### src/rtl/slc_add_scheduler.sv
// Two-requester add/subtract scheduler that time-shares one external 8-bit carry chain,
// processing each W-bit operation as NBYTES sequential byte passes, LSB first.
module slc_add_scheduler #(
    parameter int NBYTES = 4
) (
    input  logic                  QCK,
    input  logic                  QRT_N,
    input  logic                  REQ0_VALID,
    input  logic                  REQ1_VALID,
    output logic                  REQ0_READY,
    output logic                  REQ1_READY,
    input  logic [8*NBYTES-1:0]   REQ0_A,
    input  logic [8*NBYTES-1:0]   REQ0_B,
    input  logic [8*NBYTES-1:0]   REQ1_A,
    input  logic [8*NBYTES-1:0]   REQ1_B,
    input  logic                  REQ0_SUB,
    input  logic                  REQ1_SUB,
    output logic                  RSP_VALID,
    input  logic                  RSP_READY,
    output logic                  RSP_ID,
    output logic [8*NBYTES-1:0]   RSP_SUM,
    output logic                  RSP_CO,
    output logic [7:0]            SLC_A,
    output logic [7:0]            SLC_B,
    output logic                  SLC_CI,
    output logic                  SLC_QEN,
    input  logic [7:0]            SLC_FZ,
    input  logic                  SLC_CO
);

    localparam int W  = 8 * NBYTES;
    localparam int KW = (NBYTES > 1) ? $clog2(NBYTES) : 1;
    localparam logic [KW-1:0] K_LAST = KW'(NBYTES - 1);

    typedef enum logic [1:0] {IDLE, COMPUTE, RESP} state_t;

    state_t          state;
    state_t          state_nxt;
    logic            armed;
    logic            rr_ptr;
    logic            grant_id;
    logic            accept;
    logic            in_compute;
    logic [W-1:0]    a_q;
    logic [W-1:0]    b_q;
    logic [W-1:0]    sum_q;
    logic            sub_q;
    logic            id_q;
    logic            carry_q;
    logic [KW-1:0]   k_q;
    logic [7:0]      a_byte;
    logic [7:0]      b_byte;

    always_ff @(posedge QCK or negedge QRT_N) begin
        if (!QRT_N) begin
            state <= IDLE;
        end else begin
            state <= state_nxt;
        end
    end

    // armed stays low through the release cycle so no grant can coincide with reset exit
    always_comb begin
        state_nxt  = state;
        REQ0_READY = 1'b0;
        REQ1_READY = 1'b0;
        RSP_VALID  = 1'b0;
        accept     = 1'b0;
        grant_id   = 1'b0;
        in_compute = 1'b0;
        SLC_A      = 8'h00;
        SLC_B      = 8'h00;
        SLC_CI     = 1'b0;
        SLC_QEN    = 1'b0;
        case (state)
            IDLE: begin
                grant_id = (REQ0_VALID && REQ1_VALID) ? rr_ptr : REQ1_VALID;
                if (armed && (REQ0_VALID || REQ1_VALID)) begin
                    REQ0_READY = ~grant_id;
                    REQ1_READY = grant_id;
                    accept     = 1'b1;
                    state_nxt  = COMPUTE;
                end
            end
            COMPUTE: begin
                in_compute = 1'b1;
                SLC_A      = a_byte;
                SLC_B      = b_byte ^ {8{sub_q}};
                SLC_CI     = (k_q == '0) ? sub_q : carry_q;
                SLC_QEN    = 1'b1;
                if (k_q == K_LAST) begin
                    state_nxt = RESP;
                end
            end
            RESP: begin
                RSP_VALID = 1'b1;
                if (RSP_READY) begin
                    state_nxt = IDLE;
                end
            end
            default: state_nxt = IDLE;
        endcase
    end

    always_comb begin
        a_byte = 8'h00;
        b_byte = 8'h00;
        for (int i = 0; i < NBYTES; i++) begin
            if (k_q == KW'(i)) begin
                a_byte = a_q[8*i +: 8];
                b_byte = b_q[8*i +: 8];
            end
        end
    end

    always_ff @(posedge QCK or negedge QRT_N) begin
        if (!QRT_N) begin
            armed   <= 1'b0;
            rr_ptr  <= 1'b0;
            a_q     <= '0;
            b_q     <= '0;
            sub_q   <= 1'b0;
            id_q    <= 1'b0;
            k_q     <= '0;
            carry_q <= 1'b0;
            sum_q   <= '0;
        end else begin
            armed <= 1'b1;
            if (accept) begin
                a_q    <= grant_id ? REQ1_A : REQ0_A;
                b_q    <= grant_id ? REQ1_B : REQ0_B;
                sub_q  <= grant_id ? REQ1_SUB : REQ0_SUB;
                id_q   <= grant_id;
                rr_ptr <= ~grant_id;
                k_q    <= '0;
            end else if (in_compute) begin
                for (int i = 0; i < NBYTES; i++) begin
                    if (k_q == KW'(i)) begin
                        sum_q[8*i +: 8] <= SLC_FZ;
                    end
                end
                carry_q <= SLC_CO;
                if (k_q != K_LAST) begin
                    k_q <= k_q + KW'(1);
                end
            end
        end
    end

    assign RSP_ID  = id_q;
    assign RSP_SUM = sum_q;
    assign RSP_CO  = carry_q;

endmodule

### config.mk
export PLATFORM = sky130hd
export DESIGN_NAME = slc_add_scheduler
export DESIGN_NICKNAME = d
export VERILOG_FILES = /design/src/rtl/slc_add_scheduler.sv
export SDC_FILE = /design/constraint.sdc
export NUM_CORES = 1
export LEC_CHECK = 0
export ABC_CLOCK_PERIOD_IN_PS = 2500
export BUFFER_PORTS_ARGS = -buffer_cell sky130_fd_sc_hd__buf_4
export CORE_MARGIN = 2
export CORE_UTILIZATION = 30
export CTS_BUF_LIST = sky130_fd_sc_hd__clkbuf_4
export DETAILED_ROUTE_END_ITERATION = 10
export GPL_TIMING_DRIVEN = 1
export PLACE_DENSITY_LB_ADDON = 0.05
export REMOVE_ABC_BUFFERS = 1
export SLEW_MARGIN = 5
export SYNTH_ARGS = -nofsm -noshare
export SYNTH_HDL_FRONTEND = slang
export SYNTH_SLANG_ARGS = --single-unit
### constraint.sdc
create_clock -name QCK -period 2.5 [get_ports QCK]
set_input_delay 0.125 -clock QCK [delete_from_list [all_inputs] [get_ports QCK]]
set_output_delay 0.125 -clock QCK [all_outputs]
set_load 0.02 [all_outputs]
Word level (Yosys, flattened, before mapping)
Cells that the tools add are included.
- add/subtract/negate cells: 1
- $mul: 0
- div/mod/pow operators: 0
- magnitude comparators: 0
- equal/unequal tests: 9
- shifts and indexed selects: 0
- multiplexer cells: 32
- bitwise operators: 4
- reductions and logical operators: 14
- operator list (kind ; number):
    8-bit 2-to-1 mux ; 10
    32-bit 2-to-1 mux ; 2
    3-bit AND reduction ; 5
    1-bit 2-to-1 mux ; 13
    2-bit 2-to-1 mux ; 6
    2-bit != test (second input constant) ; 4
    8-bit bitwise XOR ; 1
    2-bit equality test (second input constant) ; 3
    2-bit case mux with 3 select lines ; 1
    2-bit by 1-bit equality test with 1-bit output (second input constant) ; 2
    2-bit zero test ; 2
    2-bit AND reduction ; 2
    2-bit nonzero test ; 2
    1-bit NOT ; 3
    2-bit by 1-bit adder with 2-bit output (second input constant) ; 1
    1-bit logical AND ; 2
    1-bit logical OR ; 1
- register bits: 105
- bits in latches: 0
- RAM bits: 0
- memory bits (read-only): 0
- bits of input ports: 144
- output and inout port bits: 55
- word-level logic and storage cells: 73
- memories kept: 0

Logic depth before layout (Yosys ltp)
- depth after elaboration: 7
- depth in mapped cells: 8
- depth with buffers taken out: 6

Least setup slack after synthesis
Ideal clock, no wire load.
- path kind: register to output
- start: register k_q[0]
- end: output port SLC_B[0]
- arrival time: 1.748 ns
- required time: 2.375 ns
- setup slack: 0.627 ns
- stages on the path, launching flop included: 8
- buffers on the path: 2
- path through: dfrtp_1 > ha_1 > buf_4 > nor2b_4 > buf_6 > a22oi_1 > a21oi_1 > mux2i_1
- cells in the longest elaborated chain, start to end: 7
- elaborated cells between the ends (all ways): 10
- classes of those cells: eq/ne: 3; mux: 5; bitwise: 1; reduce/logical: 1
- ends and longest elaborated chain (item ; RTL line ; RTL):
    from (decl) ; 50 ; logic [KW-1:0] k_q;
    from (signal assigned) ; 144 ; k_q <= k_q + KW'(1);
    2-bit zero test ; 109 ; if (k_q == KW'(i)) begin
    8-bit 2-to-1 mux (3 in series) ; 109 ;
    8-bit 2-to-1 mux * ; 109 ;
    8-bit bitwise XOR * ; 88 ; SLC_B = b_byte ^ {8{sub_q}};
    8-bit 2-to-1 mux * ; 75 ; case (state)
    to (decl) ; 24 ; output logic [7:0] SLC_B,
Mark *: on every way between the ends. The rest lies on a longest branch, timed or not.

Final worst setup path
- start: register k_q[0]
- end: output port SLC_B[7]
Same word-level chain as after synthesis.

==> impl_metrics.tcl <==
set metrics [dict create \
    status "completed" \
    r2r.worst_path.cells 6 \
    viasPerCell 4.78 \
    crit_arrival_ns 2.27 \
    die_w_um 134 \
    rsz0062_at_grt "yes" \
    regToRegStartpoint "state[1]" \
    critPathMaxStageDelay_ns 0.47 \
    p_leak_nw 3.88 \
    detail-route-antenna-nets 0 \
    cts-buffers-inserted 9 \
    synth_area_mm2 0.00506 \
    totalWireLength_mm 17.7 \
    cp_max_fo 7 \
    grt_overflow 0 \
    cts.sinks 105 \
    slew_headroom 0.337 \
    fin_util 0.512 \
    r2r_slack_ns 0.13 \
    critPathBufInv 3 \
    finalCritPeriodShare 0.960 \
    ir_drop_v 0.000583 \
    syn_inst 526 \
    worstReg2RegEnd "b_q[18]" \
    crit_path_end_kind "output port" \
    synth_area_leaders "dfrtp_1 52%, a21oi_1 10%, nand2_1 6.1%" \
    p_per_area_mw_per_mm2 1160 \
    die-area_mm2 0.0179 \
    portBuffers 198 \
    grt_max_degree 74 \
    ys_types 36 \
    final_nets 1009 \
    period_needed_ns 2.40 \
    route.detailed.drc 0 \
    slowest_stage "dfrtp_1" \
    ioPinCount 199 \
    vias 5201 \
    async_reset_ff_frac 1.00 \
    synth_enable_flop_cells 0 \
    core_mm2 0.0165 \
    grt_pass1_wl_mm 28.2 \
    synthFlopType "dfrtp_1" \
    drt_iter0_markers 228 \
    skew_ns 0.0230 \
    antenna_found_initial 1 \
    dr.pass1.iters 4 \
    critical-path-top-delay-family "flip-flops" \
    avgRoutedWirePerCell_um 16.3 \
    cts_buffer_depth 2 \
    htree_levels 3 \
    floorplan.initialDensity 0.306 \
    syn_to_final_growth_pct 67.2 \
    root_buffer "clkbuf_4" \
    cp-start-kind "register" \
    synth_top_area_frac 0.519 \
    cts_tree "yes" \
    synth-seq-cells 105 \
    path_clk_slew_ns 0.17 \
    clkLatencyLatePin_ns 0.49 \
    required_ns 2.38 \
    seq_area_frac_synth 0.519 \
    synth_largest_area_cell "dfrtp_1" \
    gp_congestion 0.784 \
    grt_pass1_vias 5621 \
    die_y_um 134 \
    grtUsageTotal 0.197 \
    critical_path_class "reg -> out" \
    hp-class "in -> async" \
    setup_tns_ns 0 \
    worst_pin_slew_ns 0.994 \
    finalSetupViolations 0 \
    report.final.slew_viol_count 0 \
    drive_gt1_frac 0.336 \
    cap_violations 0 \
    row_count 47 \
    hpwlAfterDp_mm 11.3 \
    hold_viol 0 \
    synthesis.area_per_instance_um2 9.62 \
    ys_warn_count 0 \
    fmax_mhz 417 \
    crit_chain "inv_2, ha_4, nor2b_4, buf_6, a22oi_1, a21oi_1, mux2i_1, buf_4" \
]
-- routing by layer --
layer  part of all wire  global-route usage  wire [µm]  vias to the layer above
li1                   -                   -          -                     2501
met1               0.43               0.244       7600                     2539
met2               0.50               0.342       8810                      144
met3              0.061              0.0559       1080                       17
met4              0.013              0.0455        231                        0
met5                  0                   0          0                        -
-- stage by stage --
step                      instances  hold slack [ns]  setup slack [ns]  cell area [µm²]  power, mW
final                          1087           0.0986             0.101             8460       9.83
after global routing           1087           0.0775           -0.0382             8460       10.6
after CTS                      1082           0.0736           0.00353             8350       9.70
after detailed placement        923           0.0976             0.295             6750       7.92
after global placement          923           0.0983             0.379             6750       7.85
after floorplan                 492           -0.171           -0.0185             4860       5.93
-- where the power goes --
part | internal, mW | switching (mW) | leakage, nW
Clock | 0.236 | 0.649 | 0.0737
Combinational | 2.93 | 3.00 | 2.59
Sequential | 2.53 | 0.485 | 1.21
Total | 5.69 | 4.14 | 3.88
-- synthesized netlist by cell type (all sizes together) (8+ instances only) --
master and number:
nor2 56, inv 12, mux2 32, a22oi 26, a211o 8, dfrtp 105, a221oi 8, buf 27
a21oi 109, o21ai 12, mux2i 9, nand2 86
-- worst max path at each step --
stage                    start  endpoint  slack [ns]  depth (start not counted)
CTS                     k_q[0]  SLC_B[6]       0.004                          7
global route            k_q[0]  SLC_B[4]       -0.04                          6
finish                  k_q[0]  SLC_B[7]        0.10                          8
floorplan           REQ1_VALID  state[0]       -0.02                          2
global placement        k_q[0]  SLC_B[0]        0.38                          7
detailed placement      k_q[0]  SLC_A[6]        0.30                          7
-- flip-flops by register name, summed over array words and instances (netlist names) --
register	count
state	2
b_q	32
RSP_CO	1
rr_ptr	1
armed	1
sub_q	1
RSP_SUM	32
k_q	2
RSP_ID	1
a_q	32
-- worst register-to-register path, cell delays in order, from the launching register on --
cell and delay (ns):
dfrtp_1 0.47, nor3b_4 0.37, o21a_2 0.22, buf_4 0.35
nor2_1 0.13, a21oi_1 0.18, dlygate4sd3_1 0.58
-- cell usage in the layout, fill, tap and decap left out, types with 2 or more instances in the layout --
master | synthesis | layout
a221oi_1 | 5 | 5
and3_1 | 3 | 2
nor2_1 | 56 | 55
mux2i_1 | 9 | 9
inv_1 | 11 | 9
a21oi_1 | 106 | 103
dlygate4sd3_1 | 0 | 141
ha_4 | 0 | 2
o22ai_1 | 7 | 7
a21oi_2 | 3 | 6
nand2_2 | 4 | 4
a211o_1 | 8 | 8
a221oi_2 | 3 | 3
inv_2 | 1 | 3
nand2_1 | 82 | 82
mux2_2 | 27 | 27
o21ai_0 | 6 | 5
clkinvlp_4 | 0 | 2
buf_12 | 0 | 2
dfrtp_1 | 105 | 105
o21ai_1 | 6 | 6
inv_6 | 0 | 2
mux2_1 | 5 | 5
ha_2 | 0 | 2
a22oi_1 | 26 | 25
buf_6 | 3 | 3
buf_4 | 8 | 210
clkbuf_4 | 0 | 9
inv_8 | 0 | 2
nand2b_1 | 5 | 4
-- what timing repair did --
item	in CTS	in global routing
endpoints found under the hold margin	173	0
buffers inserted	2	4
endpoints found under the setup margin	16	58
hold buffers	141	0
cloned	0	1
resized for setup	5	21
pin swaps	0	5
-- cell families after synthesis --
| group | share of synthesized area |
|---|---|
| AOI/OAI and AO/OA | 0.203 |
| and+or+nand+nor | 0.128 |
| DFF | 0.519 |
| buffers and inverters | 0.0485 |
| muxes | 0.0890 |
| adders and majority gates | 0.00989 |
| other | 0.000741 |
| xor gates and xnor gates | 0.00173 |
-- area by class of cell --
type,count,area [µm²]
timing repair buffer,357,3080
sequential,105,2630
tap,220,275
multi-input combinational,375,2290
clock buffer,9,67.6
inverter,13,52.6
clock inverter,7,72.6
antenna,1,2.50
fill,1560,8060
(Power assumes the default switching activity.)
